<file path="config.mk">
export PLATFORM = sky130hd
export DESIGN_NAME = glitch_window_ctrl
export DESIGN_NICKNAME = d
export VERILOG_FILES = /design/src/rtl/glitch_window_ctrl.sv
export SDC_FILE = /design/constraint.sdc
export NUM_CORES = 1
export LEC_CHECK = 0
export ABC_AREA = 1
export CAP_MARGIN = 20
export CORE_ASPECT_RATIO = 1.25
export CORE_MARGIN = 5
export CORE_UTILIZATION = 59
export CTS_CLUSTER_SIZE = 24
export DETAILED_ROUTE_END_ITERATION = 12
export GPL_ROUTABILITY_DRIVEN = 0
export GPL_TIMING_DRIVEN = 0
export PLACE_DENSITY_LB_ADDON = 0.12
export REMOVE_ABC_BUFFERS = 1
export SLEW_MARGIN = 20
export SYNTH_ARGS = -nofsm -noshare
export SYNTH_HDL_FRONTEND = slang
export SYNTH_SLANG_ARGS = --single-unit
export TNS_END_PERCENT = 30
</file>
<file path="constraint.sdc">
create_clock -name clk -period 4.9 [get_ports clk]
set_input_delay 0.49 -clock clk [delete_from_list [all_inputs] [get_ports clk]]
set_output_delay 0.49 -clock clk [all_outputs]
set_load 0.01 [all_outputs]
</file>
<file path="src/rtl/glitch_window_ctrl.sv">
// Measurement-window sequencer for the glitch detector: clears it, lets it settle,
// then counts detector increments over a programmed number of cycles.
module glitch_window_ctrl #(
    parameter int WIN_W = 16,
    parameter int CNT_W = 8
) (
    input  logic             clk,
    input  logic             rst,
    input  logic             start,
    input  logic             abort,
    input  logic [WIN_W-1:0] win_len,
    input  logic [CNT_W-1:0] threshold,
    input  logic [CNT_W-1:0] det_count,
    output logic             det_rst_n,
    output logic             busy,
    output logic             done,
    output logic [CNT_W-1:0] result,
    output logic             saturated,
    output logic             over_thresh
);

    typedef enum logic [2:0] {
        IDLE,
        CLEAR,
        SETTLE,
        RUN,
        DONE
    } state_t;

    state_t             state;
    state_t             next_state;
    logic               phase;
    logic [WIN_W-1:0]   win_cnt;
    logic [CNT_W-1:0]   thr_q;
    logic [CNT_W-1:0]   det_count_q;
    logic [CNT_W-1:0]   evt_cnt;
    logic [CNT_W-1:0]   evt_next;
    logic               sat_flag;
    logic               sat_next;
    logic               accept;
    logic               finish_win;

    assign accept     = (state == IDLE) && start && !abort;
    assign finish_win = (state == RUN) && (next_state == DONE);
    assign busy       = (state == CLEAR) || (state == SETTLE) || (state == RUN);
    assign done       = (state == DONE);

    // NOTE: every combinational output gets a default first so no path can infer a latch.
    always_comb begin
        next_state = state;
        case (state)
            IDLE:    if (accept) next_state = CLEAR;
            CLEAR:   if (abort) next_state = IDLE;
                     else if (phase) next_state = SETTLE;
            SETTLE:  if (abort) next_state = IDLE;
                     else if (phase) next_state = RUN;
            RUN:     if (abort) next_state = IDLE;
                     else if (win_cnt == WIN_W'(1)) next_state = DONE;
            DONE:    next_state = IDLE;
            default: next_state = IDLE;
        endcase
    end

    // The detector steps by at most one per cycle, so any change is exactly one event.
    always_comb begin
        evt_next = evt_cnt;
        sat_next = sat_flag;
        if (det_count != det_count_q) begin
            if (evt_cnt == '1) sat_next = 1'b1;
            else               evt_next = evt_cnt + CNT_W'(1);
        end
    end

    // NOTE: sequential state uses non-blocking assignments so all flops update together.
    always_ff @(posedge clk or posedge rst) begin
        if (rst) begin
            state       <= IDLE;
            phase       <= 1'b0;
            win_cnt     <= '0;
            thr_q       <= '0;
            det_count_q <= '0;
            evt_cnt     <= '0;
            sat_flag    <= 1'b0;
            det_rst_n   <= 1'b1;
            result      <= '0;
            saturated   <= 1'b0;
            over_thresh <= 1'b0;
        end else begin
            state       <= next_state;
            det_count_q <= det_count;
            det_rst_n   <= (next_state != CLEAR);
            phase       <= ((state == CLEAR || state == SETTLE) && next_state == state) ? ~phase : 1'b0;

            if (accept) begin
                win_cnt  <= (win_len == '0) ? WIN_W'(1) : win_len;
                thr_q    <= threshold;
                evt_cnt  <= '0;
                sat_flag <= 1'b0;
            end else if (state == RUN) begin
                win_cnt  <= win_cnt - WIN_W'(1);
                evt_cnt  <= evt_next;
                sat_flag <= sat_next;
            end

            // Results include a change seen in the final RUN cycle.
            if (finish_win) begin
                result      <= evt_next;
                saturated   <= sat_next;
                over_thresh <= (evt_next >= thr_q);
            end
        end
    end

endmodule

</file>
==> results of run 1 <==
cell families (layout without fill, tap and decap cells):
| family | count (synthesis) | after routing | share of synthesized area [%] |
|---|---|---|---|
| simple gates | 291 | 291 | 36.3 |
| compound gates | 48 | 48 | 8.06 |
| xor+xnor | 4 | 4 | 1.03 |
| flops | 56 | 56 | 41.3 |
| fa+ha+maj | 11 | 11 | 4.05 |
| buf+inv | 76 | 123 | 9.24 |
per-stage QoR:
stage               cell area, um2  utilization, %  setup WS [ps]  instances
floorplan                     3340               -           2820        477
global placement              3900            68.4           1970        591
detailed placement            3900            68.5           1930        591
CTS                           4020            70.4           2250        599
global route                  4020            70.4           2070        599
finish                        4020            70.4           2240        599
worst paths after layout:
check / start / end / slack, ps / cells after the start
setup / recovery: det_count[5] / over_thresh$_DFFE_PP0P_ / 2240 / 14
hold / removal: result[6]$_DFFE_PP0P_ / result[6]$_DFFE_PP0P_ / 480 / 2
setup reg to reg: evt_cnt[0]$_DFFE_PP0P_ / over_thresh$_DFFE_PP0P_ / 2460 / 17
hold reg to reg: result[6]$_DFFE_PP0P_ / result[6]$_DFFE_PP0P_ / 480 / 2
max in group asynchronous: rst / win_cnt[6]$_DFFE_PP0P_ / 3810 / 2
min in group asynchronous: rst / state[1]$_DFF_PP0_ / 640 / 2
flip-flops by register name, summed over array words and instances, names as in the netlist, 3 cells and up:
register and count:
thr_q 8, evt_cnt 8, win_cnt 16, det_count_q 8
result 8, state 3
area by class of cell:
class,instances,area share [%]
clock buffers,5,1.71
clock inverters,3,1.06
multi-input cells,354,41.9
inverters,67,6.39
repair buffers,48,12.0
well taps,66,2.06
flip-flops and latches,56,34.9
report_power, final:
group	internal (mW)	switching, mW
combinational	0.112	0.177
clock	0.152	0.155
sequential	0.511	0.0445
total	0.775	0.377
per-layer routing:
layer | GRT usage, % | wire [um]
met5 | 0 | 0
met4 | 11.3 | 204
met3 | 2.86 | 350
met2 | 39.1 | 4050
met1 | 26.1 | 3220
cells in the mapped netlist (2+ instances only):
| cell type | instances | share of area (%) |
|---|---|---|
| nand2_1 | 167 | 18 |
| ha_1 | 11 | 4.1 |
| nand2_2 | 2 | 0.37 |
| xnor2_1 | 3 | 0.77 |
| nor2_4 | 2 | 0.66 |
| dfrtp_1 | 55 | 41 |
| inv_1 | 61 | 6.7 |
| buf_2 | 3 | 0.44 |
| nand3b_1 | 3 | 0.66 |
| o21ai_0 | 21 | 3.1 |
| nand3_1 | 48 | 7.1 |
| a21oi_1 | 12 | 1.8 |
| nand4_1 | 5 | 0.92 |
| nor2_1 | 57 | 6.3 |
| o22ai_1 | 3 | 0.55 |
| o211ai_1 | 6 | 1.3 |
| nor3_1 | 2 | 0.29 |
| inv_2 | 5 | 0.55 |
| buf_4 | 4 | 0.88 |
cells in the final DEF (no fill, tap or decap), types with 6 or more instances in the layout:
cell             count
a21oi_1             12
clkdlybuf4s50_1     48
dfrtp_1             55
ha_1                11
inv_1               60
nand2_1            167
nand3_1             48
nor2_1              57
o211ai_1             6
o21ai_0             21
worst max-delay path: stages:
cell	delay (ps)
clkdlybuf4s50_1	490
nand2_1	60
nand2_1	60
nand3_1	110
nor2_1	480
nand3_1	220
nand2_1	170
inv_1	60
ha_1	290
a21oi_1	150
o21a_1	120
nand3_1	80
nand2_1	60
nand2_1	40
==> flow_summary.toml, run 1 <==
[run_status]
outcome = "complete, no violations"

[timing]
finalClockSkew_ps = 5.09
timing.final.setup_violations = 0
maxSlewHeadroom_pct = 54.4
timing.hold.ws_ps = 484
finalMaxSlewViolations = 0
min_period_ps = 2660
final_hold_viol_count = 0
worst_pin_slew_ps = 683
timing.setup.tns_ps = 0
rsz0062_at_grt = "false"
peak_clock_frequency_supported_by_timing_ghz = 0.377
min_period_over_period_pct = 54.2

[global_route]
largest_net_degree_at_the_start_of_global_routing = 57
via_count_of_the_first_global_routing_pass = 3056
grt.total_usage_pct = 22.2
antenna_found_initial = 0
grt_first_pass_wirelength_um = 13200
globalRouteOverflowTotal = 0

[logic_synthesis]
netlist_area_um2 = 3400
synth_seq_cells = 56
synth-edff-count = 0
synth_cell_type_count = 35
ys_async_sr_fraction_pct = 100
yosys_warnings = 0
syn-instance-count = 486
synth_seq_area_share_pct = 41.3
syn_avg_cell_area_um2 = 6.99
ys.flop_type = "dfrtp_1"

[hold_path]
worst_hold_path_type = "reg -> reg"

[route]
drtAntennaViolNets = 0
via_count_normalized_by_instance_count = 5.34
wl_um = 7820
drt-pass1-iter-count = 6
residual_drc_count = 0
drt_first_iter_violations = 216
post_drt_wl_per_cell_um = 13.1
via_count = 3197

[finish]
fillCellCount = 504
post_route_cells_drive_above_1_share_pct = 4.50
storage_element_area_um2 = 1400
antenna-diode-count = 0
area_growth_syn_to_layout_pct = 18.2
design.final.nets = 579
area_occupied_by_multi_input_gates_um2 = 1680

[floorplanning]
i_o_pin_total = 49
fp.dieArea_um2 = 7390
coreArea_um2 = 5700
die_height_um = 94.9
floorplan.die.width_um = 77.9
initial_core_util_pct = 59.6
placementRows = 31

[worst_setup_path]
cp.arrival_ps = 2870
crit_fanout = 7
crit_path_launch_type = "input pin"
critPathRequiredTime_ps = 5120
cp-end-kind = "register"
setup.worst_path.class = "in -> reg"

[power]
power_per_cell_area_nw_per_um2 = 287
static-leakage-power_nw = 2.08
finalPower_mw = 1.15
peakVddDrop_v = 0.000233

[clock_tree]
numClockSinks = 56
cts-hold-fix-buffers = 0
cts_post_setup_buffers_inserted = 0
clock_latency_on_the_worst_skew_pair_ps = 310
cts_tree = "built"
cts-resized-gates = 0
cts-buffers-inserted = 5
cts.path.max_buffers = 2
clock_transition_at_the_registers_of_the_reported_paths_ps = 100
htree_num_levels = 2
cts.root.buffer_cell = "clkbuf_8"

[place]
dp_hpwl_um = 5690
port_buffers = 48

[run]
cap_viol_max_count = 0
Power figures use the tool's default switching activity.
==> run 2: changes to the inputs <==
Settings changed: CORE_UTILIZATION 59 to 50.
Clock period 4.9 ns to 2.3 ns, I/O delays scaled along.
==> run 2 against run 1 <==
- first-iteration DRC count decreased by 13%
- hold slack got worse by 110 ps
- via count shrank 0.63%
- non-clock buffer count grew 6
- die area increased by 16%
- clock power grew 110%
- critical path type is now reg -> reg
- critical endpoint unchanged
==> flow_summary.toml, run 2 (synthesized netlist as in run 1, its figures left out) <==
[run]
cap_viol_max_count = 0

[route]
drtAntennaViolNets = 0
post_drt_wl_per_cell_um = 12.7
wl_um = 7960
residual_drc_count = 0
drt-pass1-iter-count = 4
drt_first_iter_violations = 189
via_count = 3177
via_count_normalized_by_instance_count = 5.08

[power]
power_frac_comb_pct = 25.9
power.share.switching_pct = 32.8
static-leakage-power_nw = 2.15
finalPower_mw = 2.48
switching_power_mw = 0.814
cell_internal_pwr_mw = 1.67
power.sequential.fraction_pct = 47.6
p_clk_share_pct = 26.6
power_per_cell_area_nw_per_um2 = 592
peakVddDrop_v = 0.000361

[worst_setup_path]
crit_path_top_delay_cell = "dfrtp_1"
end_of_the_worst_register_to_register_path = "over_thresh$_DFFE_PP0P_"
worstPathCellList = "ha_2 > nand2_2 > inv_4 > nand2_4 > nor2_4 > buf_4 > a21oi_2 > nand2_1 > nand2_1 > inv_1 > ha_1 > a21oi_1 > o21a_1 > nand3_1 > nand2_1 > nand2_1"
timing.critical_path.slowest_cell_delay_ps = 390
crit_fanout = 7
critPathRequiredTime_ps = 2510
setup.worst_path.class = "reg -> reg"
cp.arrival_ps = 2390
critical_path.reg2reg.startpoint = "evt_cnt[1]$_DFFE_PP0P_"
reg2reg_depth = 16
crit_path_frequent_cell = "nand2_1"
reg2reg_setup_slack_ps = 120
crit_path_launch_type = "register"
cp-end-kind = "register"

[clock_tree]
numClockSinks = 56
clock_transition_at_the_registers_of_the_reported_paths_ps = 100
htree_num_levels = 2
cts-buffers-inserted = 5
cts_tree = "built"
cts.root.buffer_cell = "clkbuf_8"
cts.path.max_buffers = 2
clock_latency_on_the_worst_skew_pair_ps = 310
cts-hold-fix-buffers = 0

[finish]
largest_register_ff_count = 16
final_area_um2 = 4190
layout_commonest_cell = "nand2_1"
area_growth_syn_to_layout_pct = 23.2
antenna-diode-count = 0
post_route_cells_drive_above_1_share_pct = 8.91
fillCellCount = 625
max_flop_register = "win_cnt"
final_util_pct = 63.4
layout_common_cells = "nand2_1 (164), inv_1 (60), dfrtp_1 (54)"
design.final.nets = 585

[timing]
rsz0062_at_grt = "true"
finalMaxSlewViolations = 0
worst_pin_slew_ps = 697
maxSlewHeadroom_pct = 53.5
timing.hold.ws_ps = 375
finalClockSkew_ps = 7.07
peak_clock_frequency_supported_by_timing_ghz = 0.458
timing.final.setup_violations = 0
min_period_over_period_pct = 94.9
timing.setup.tns_ps = 0
min_period_ps = 2180
final_hold_viol_count = 0

[floorplanning]
i_o_pin_total = 49
coreArea_um2 = 6610
die_height_um = 102
initial_core_util_pct = 51.4
floorplan.die.width_um = 83.7
placementRows = 33
fp.dieArea_um2 = 8560

[global_route]
globalRouteOverflowTotal = 0
grt.total_usage_pct = 19.0
largest_net_degree_at_the_start_of_global_routing = 57
antenna_found_initial = 0
grt_first_pass_wirelength_um = 13300
via_count_of_the_first_global_routing_pass = 3045

[place]
dp_hpwl_um = 5700
port_buffers = 48
post_dp_cell_area_um2 = 3930

[hold_path]
worst_hold_path_type = "in -> async"

[run_status]
outcome = "complete, no violations"
-- run 2: power groups by stage --
| stage | registers, mW | clock network (mW) | logic, mW |
|---|---|---|---|
| detailed placement | 1.19 | 0 | 0.611 |
| global placement | 1.19 | 0 | 0.597 |
| CTS | 1.18 | 0.670 | 0.616 |
| finish | 1.18 | 0.658 | 0.641 |
| floorplan | 1.17 | 0 | 0.436 |
| global route | 1.20 | 0.708 | 0.737 |
-- run 2: critical path, delay by kind of cell, from the launching register on --
kind                     cells  cell delay, ps
buffers and inverters        3             310
flip-flops                   1             390
AO/OA/AOI/OAI                3             290
AND/OR/NAND/NOR              8             670
adder cells (fa/ha/maj)      2             430
-- run 2: how the worst max path moves through the flow --
stage / from / end / slack [ps]
floorplan: evt_cnt[0]$_DFFE_PP0P_ / over_thresh$_DFFE_PP0P_ / 220
global placement: rst / det_count_q[2]$_DFF_PP0_ / -400
detailed placement: det_count[5] / over_thresh$_DFFE_PP0P_ / -360
CTS: det_count_q[2]$_DFF_PP0_ / over_thresh$_DFFE_PP0P_ / 3
global route: evt_cnt[1]$_DFFE_PP0P_ / over_thresh$_DFFE_PP0P_ / -120
finish: evt_cnt[1]$_DFFE_PP0P_ / over_thresh$_DFFE_PP0P_ / 120
-- run 2: area by class of cell --
class / count / area, um2 / share of cell area, %
Multi-Input combinational cell: 354 / 1780 / 42.5
Sequential cell: 56 / 1400 / 33.5
Timing Repair Buffer: 54 / 526 / 12.5
Inverter: 67 / 260 / 6.21
Tap cell: 87 / 109 / 2.60
Clock buffer: 6 / 72.6 / 1.73
Clock inverter: 2 / 35.0 / 0.837
-- run 2: layer usage --
| layer | vias to the layer above | wire length, um | share of wire [%] | GRT usage (%) |
|---|---|---|---|---|
| met5 | - | 0 | 0 | 0 |
| met4 | 0 | 186 | 2.3 | 6.93 |
| met3 | 17 | 258 | 3.2 | 2.90 |
| met2 | 71 | 4100 | 51 | 35.1 |
| met1 | 1448 | 3420 | 43 | 22.4 |
| li1 | 1641 | - | - | - |
-- run 2: per-stage QoR --
step / std cells / setup slack [ps]
floorplan: 477 / 223
global placement: 612 / -398
detailed placement: 612 / -359
CTS: 622 / 2.65
global route: 626 / -121
finish: 626 / 118
-- run 2: timing repair --
action                     CTS  global route
pin swaps                    1             7
resized for setup            1            26
setup endpoints to repair    1            17
setup buffers                2             4
hold endpoints to repair     0             0
==> run 3: changes to the inputs <==
Settings changed: REMOVE_ABC_BUFFERS 1 to default.
==> run 3 against run 2 <==
- via count is 2.9% higher
- hold slack improved by 3.6 ps
- final cell count increased by 1.8%
- register-to-register slack got worse by 30 ps
- flip-flop and latch count stayed put
- critical path depth stayed put
- clock skew up 1.1 ps
- total power decreased by 2.9%
- routed wire length up 2.2%
- final area up 0.81%
- combinational power is 2% higher
- sequential share of layout area is 0.27 points lower
- critical path type unchanged
- largest cell class unchanged
- largest power group unchanged
==> flow_summary.toml, run 3 (synthesized netlist as in run 1, its figures left out) <==
[run_status]
outcome = "complete, no violations"

[worst_setup_path]
cp.arrival_ps = 2470
setup.worst_path.class = "reg -> reg"
critPathRequiredTime_ps = 2560
reg2reg_setup_slack_ps = 90
crit_path_launch_type = "register"
cp-end-kind = "register"
reg2reg_depth = 16
crit_fanout = 5

[route]
via_count_normalized_by_instance_count = 5.13
drtAntennaViolNets = 0
residual_drc_count = 0
post_drt_wl_per_cell_um = 12.8
drt_first_iter_violations = 158
wl_um = 8130
via_count = 3268
drt-pass1-iter-count = 4

[timing]
final_hold_viol_count = 0
timing.final.setup_violations = 0
finalClockSkew_ps = 8.14
finalMaxSlewViolations = 0
worst_pin_slew_ps = 694
maxSlewHeadroom_pct = 53.7
peak_clock_frequency_supported_by_timing_ghz = 0.453
min_period_over_period_pct = 96.1
min_period_ps = 2210
timing.setup.tns_ps = 0

[finish]
fillCellCount = 612
layoutNonFillerInstCount = 637
post_route_cells_drive_above_1_share_pct = 10.0
layout_common_cells = "nand2_1 (164), inv_1 (60), dfrtp_1 (54)"
area_growth_syn_to_layout_pct = 24.2
largest_register_ff_count = 16
antenna-diode-count = 0
layout_commonest_cell = "nand2_1"
design.final.nets = 596
max_flop_register = "win_cnt"

[global_route]
grt_first_pass_wirelength_um = 13600
largest_net_degree_at_the_start_of_global_routing = 57
grtUsageMet2_pct = 36.4
grtUsageMet3_pct = 2.98
via_count_of_the_first_global_routing_pass = 3073
antenna_found_initial = 0
globalRouteMet1Util_pct = 21.8
globalRouteOverflowTotal = 0
grt-busiest-layer = "met2"
grt.total_usage_pct = 19.5

[floorplanning]
fp.dieArea_um2 = 8560
floorplan.die.width_um = 83.7
i_o_pin_total = 49
die_height_um = 102
coreArea_um2 = 6610
placementRows = 33
initial_core_util_pct = 51.4

[place]
placedCellCount = 621
dp_hpwl_um = 6120
port_buffers = 48

[power]
static-leakage-power_nw = 2.15
peakVddDrop_v = 0.000361
finalPower_mw = 2.41
power_per_cell_area_nw_per_um2 = 570

[logic_synthesis]
syn_nets = 533

[clock_tree]
htree_num_levels = 2
cts-hold-fix-buffers = 0
cts.path.max_buffers = 2
cts_tree = "built"
clock_transition_at_the_registers_of_the_reported_paths_ps = 100
cts-buffers-inserted = 5
numClockSinks = 56
clock_latency_on_the_worst_skew_pair_ps = 310
cts.root.buffer_cell = "clkbuf_8"

[hold_path]
worst_hold_path_type = "in -> async"

[run]
cap_viol_max_count = 0
[run 3: cell count changes in the layout (fill, tap and decap cells not counted), moves of 2 or more]
cell	previous run	this run
buf_2	0	3
buf_4	6	12
clkinv_2	2	0
inv_2	3	5
nand2_2	3	5
nand2_4	2	0
nor2_1	50	53
nor2_2	6	4
[run 3: per-stage QoR]
| stage | hold slack (ps) | setup slack [ps] | utilization (%) | area (um2) |
|---|---|---|---|---|
| after CTS | 393 | 36.3 | 62.2 | 4110 |
| after floorplan | 261 | 225 | - | 3400 |
| after global placement | 462 | -405 | 60.4 | 3990 |
| after global routing | 405 | -38.0 | 63.9 | 4220 |
| final | 379 | 90.7 | 63.9 | 4220 |
| after detailed placement | 470 | -421 | 60.4 | 3990 |
[run 3: per-layer routing]
metal	vias to the layer above	wire (um)	share of wire (%)
met5	-	0	0
met4	0	265	3.3
met3	19	319	3.9
met2	72	4120	51
met1	1512	3430	42
li1	1665	-	-
[run 3: worst max-delay path: stages, from the launching register on]
cell and delay (ps):
dfrtp_1 410, ha_2 200, nand2_2 90, inv_2 60
nand2_2 80, nor2_4 60, buf_4 130, a21oi_1 100
nand2_1 100, and2_4 170, ha_4 260, nand2_1 70
nor2_2 130, nand4_1 90, nand3_1 100, nand2_1 50
nand2_1 50
[run 3: layout make-up]
| class | instances | area (um2) | share of cell area (%) |
|---|---|---|---|
| repair buffers | 56 | 541 | 12.8 |
| well taps | 87 | 109 | 2.58 |
| clock buffers | 7 | 86.3 | 2.05 |
| multi-input cells | 354 | 1760 | 41.6 |
| inverters | 67 | 256 | 6.08 |
| clock inverters | 1 | 7.51 | 0.178 |
| plain buffers | 9 | 60.1 | 1.42 |
| flip-flops and latches | 56 | 1400 | 33.3 |
[run 3: worst paths after layout]
| kind | start | endpoint |
|---|---|---|
| hold / removal | rst | det_count_q[2]$_DFF_PP0_ |
| setup reg to reg | evt_cnt[0]$_DFFE_PP0P_ | over_thresh$_DFFE_PP0P_ |
| min in group clk | det_count[2] | det_count_q[2]$_DFF_PP0_ |
| max in group asynchronous | rst | evt_cnt[3]$_DFFE_PP0P_ |
| hold reg to reg | saturated$_DFFE_PP0P_ | saturated$_DFFE_PP0P_ |
| setup / recovery | evt_cnt[0]$_DFFE_PP0P_ | over_thresh$_DFFE_PP0P_ |
[run 3: timing repair]
action | in CTS | in global routing
setup buffers | 3 | 5
pin swaps | 1 | 2
resized for setup | 2 | 16
endpoints found under the setup margin | 1 | 1
[run 3: where the power goes]
part	internal, mW	switching, mW	total, mW
Sequential	1.09	0.0898	1.18
Clock	0.246	0.328	0.574
Combinational	0.261	0.394	0.655
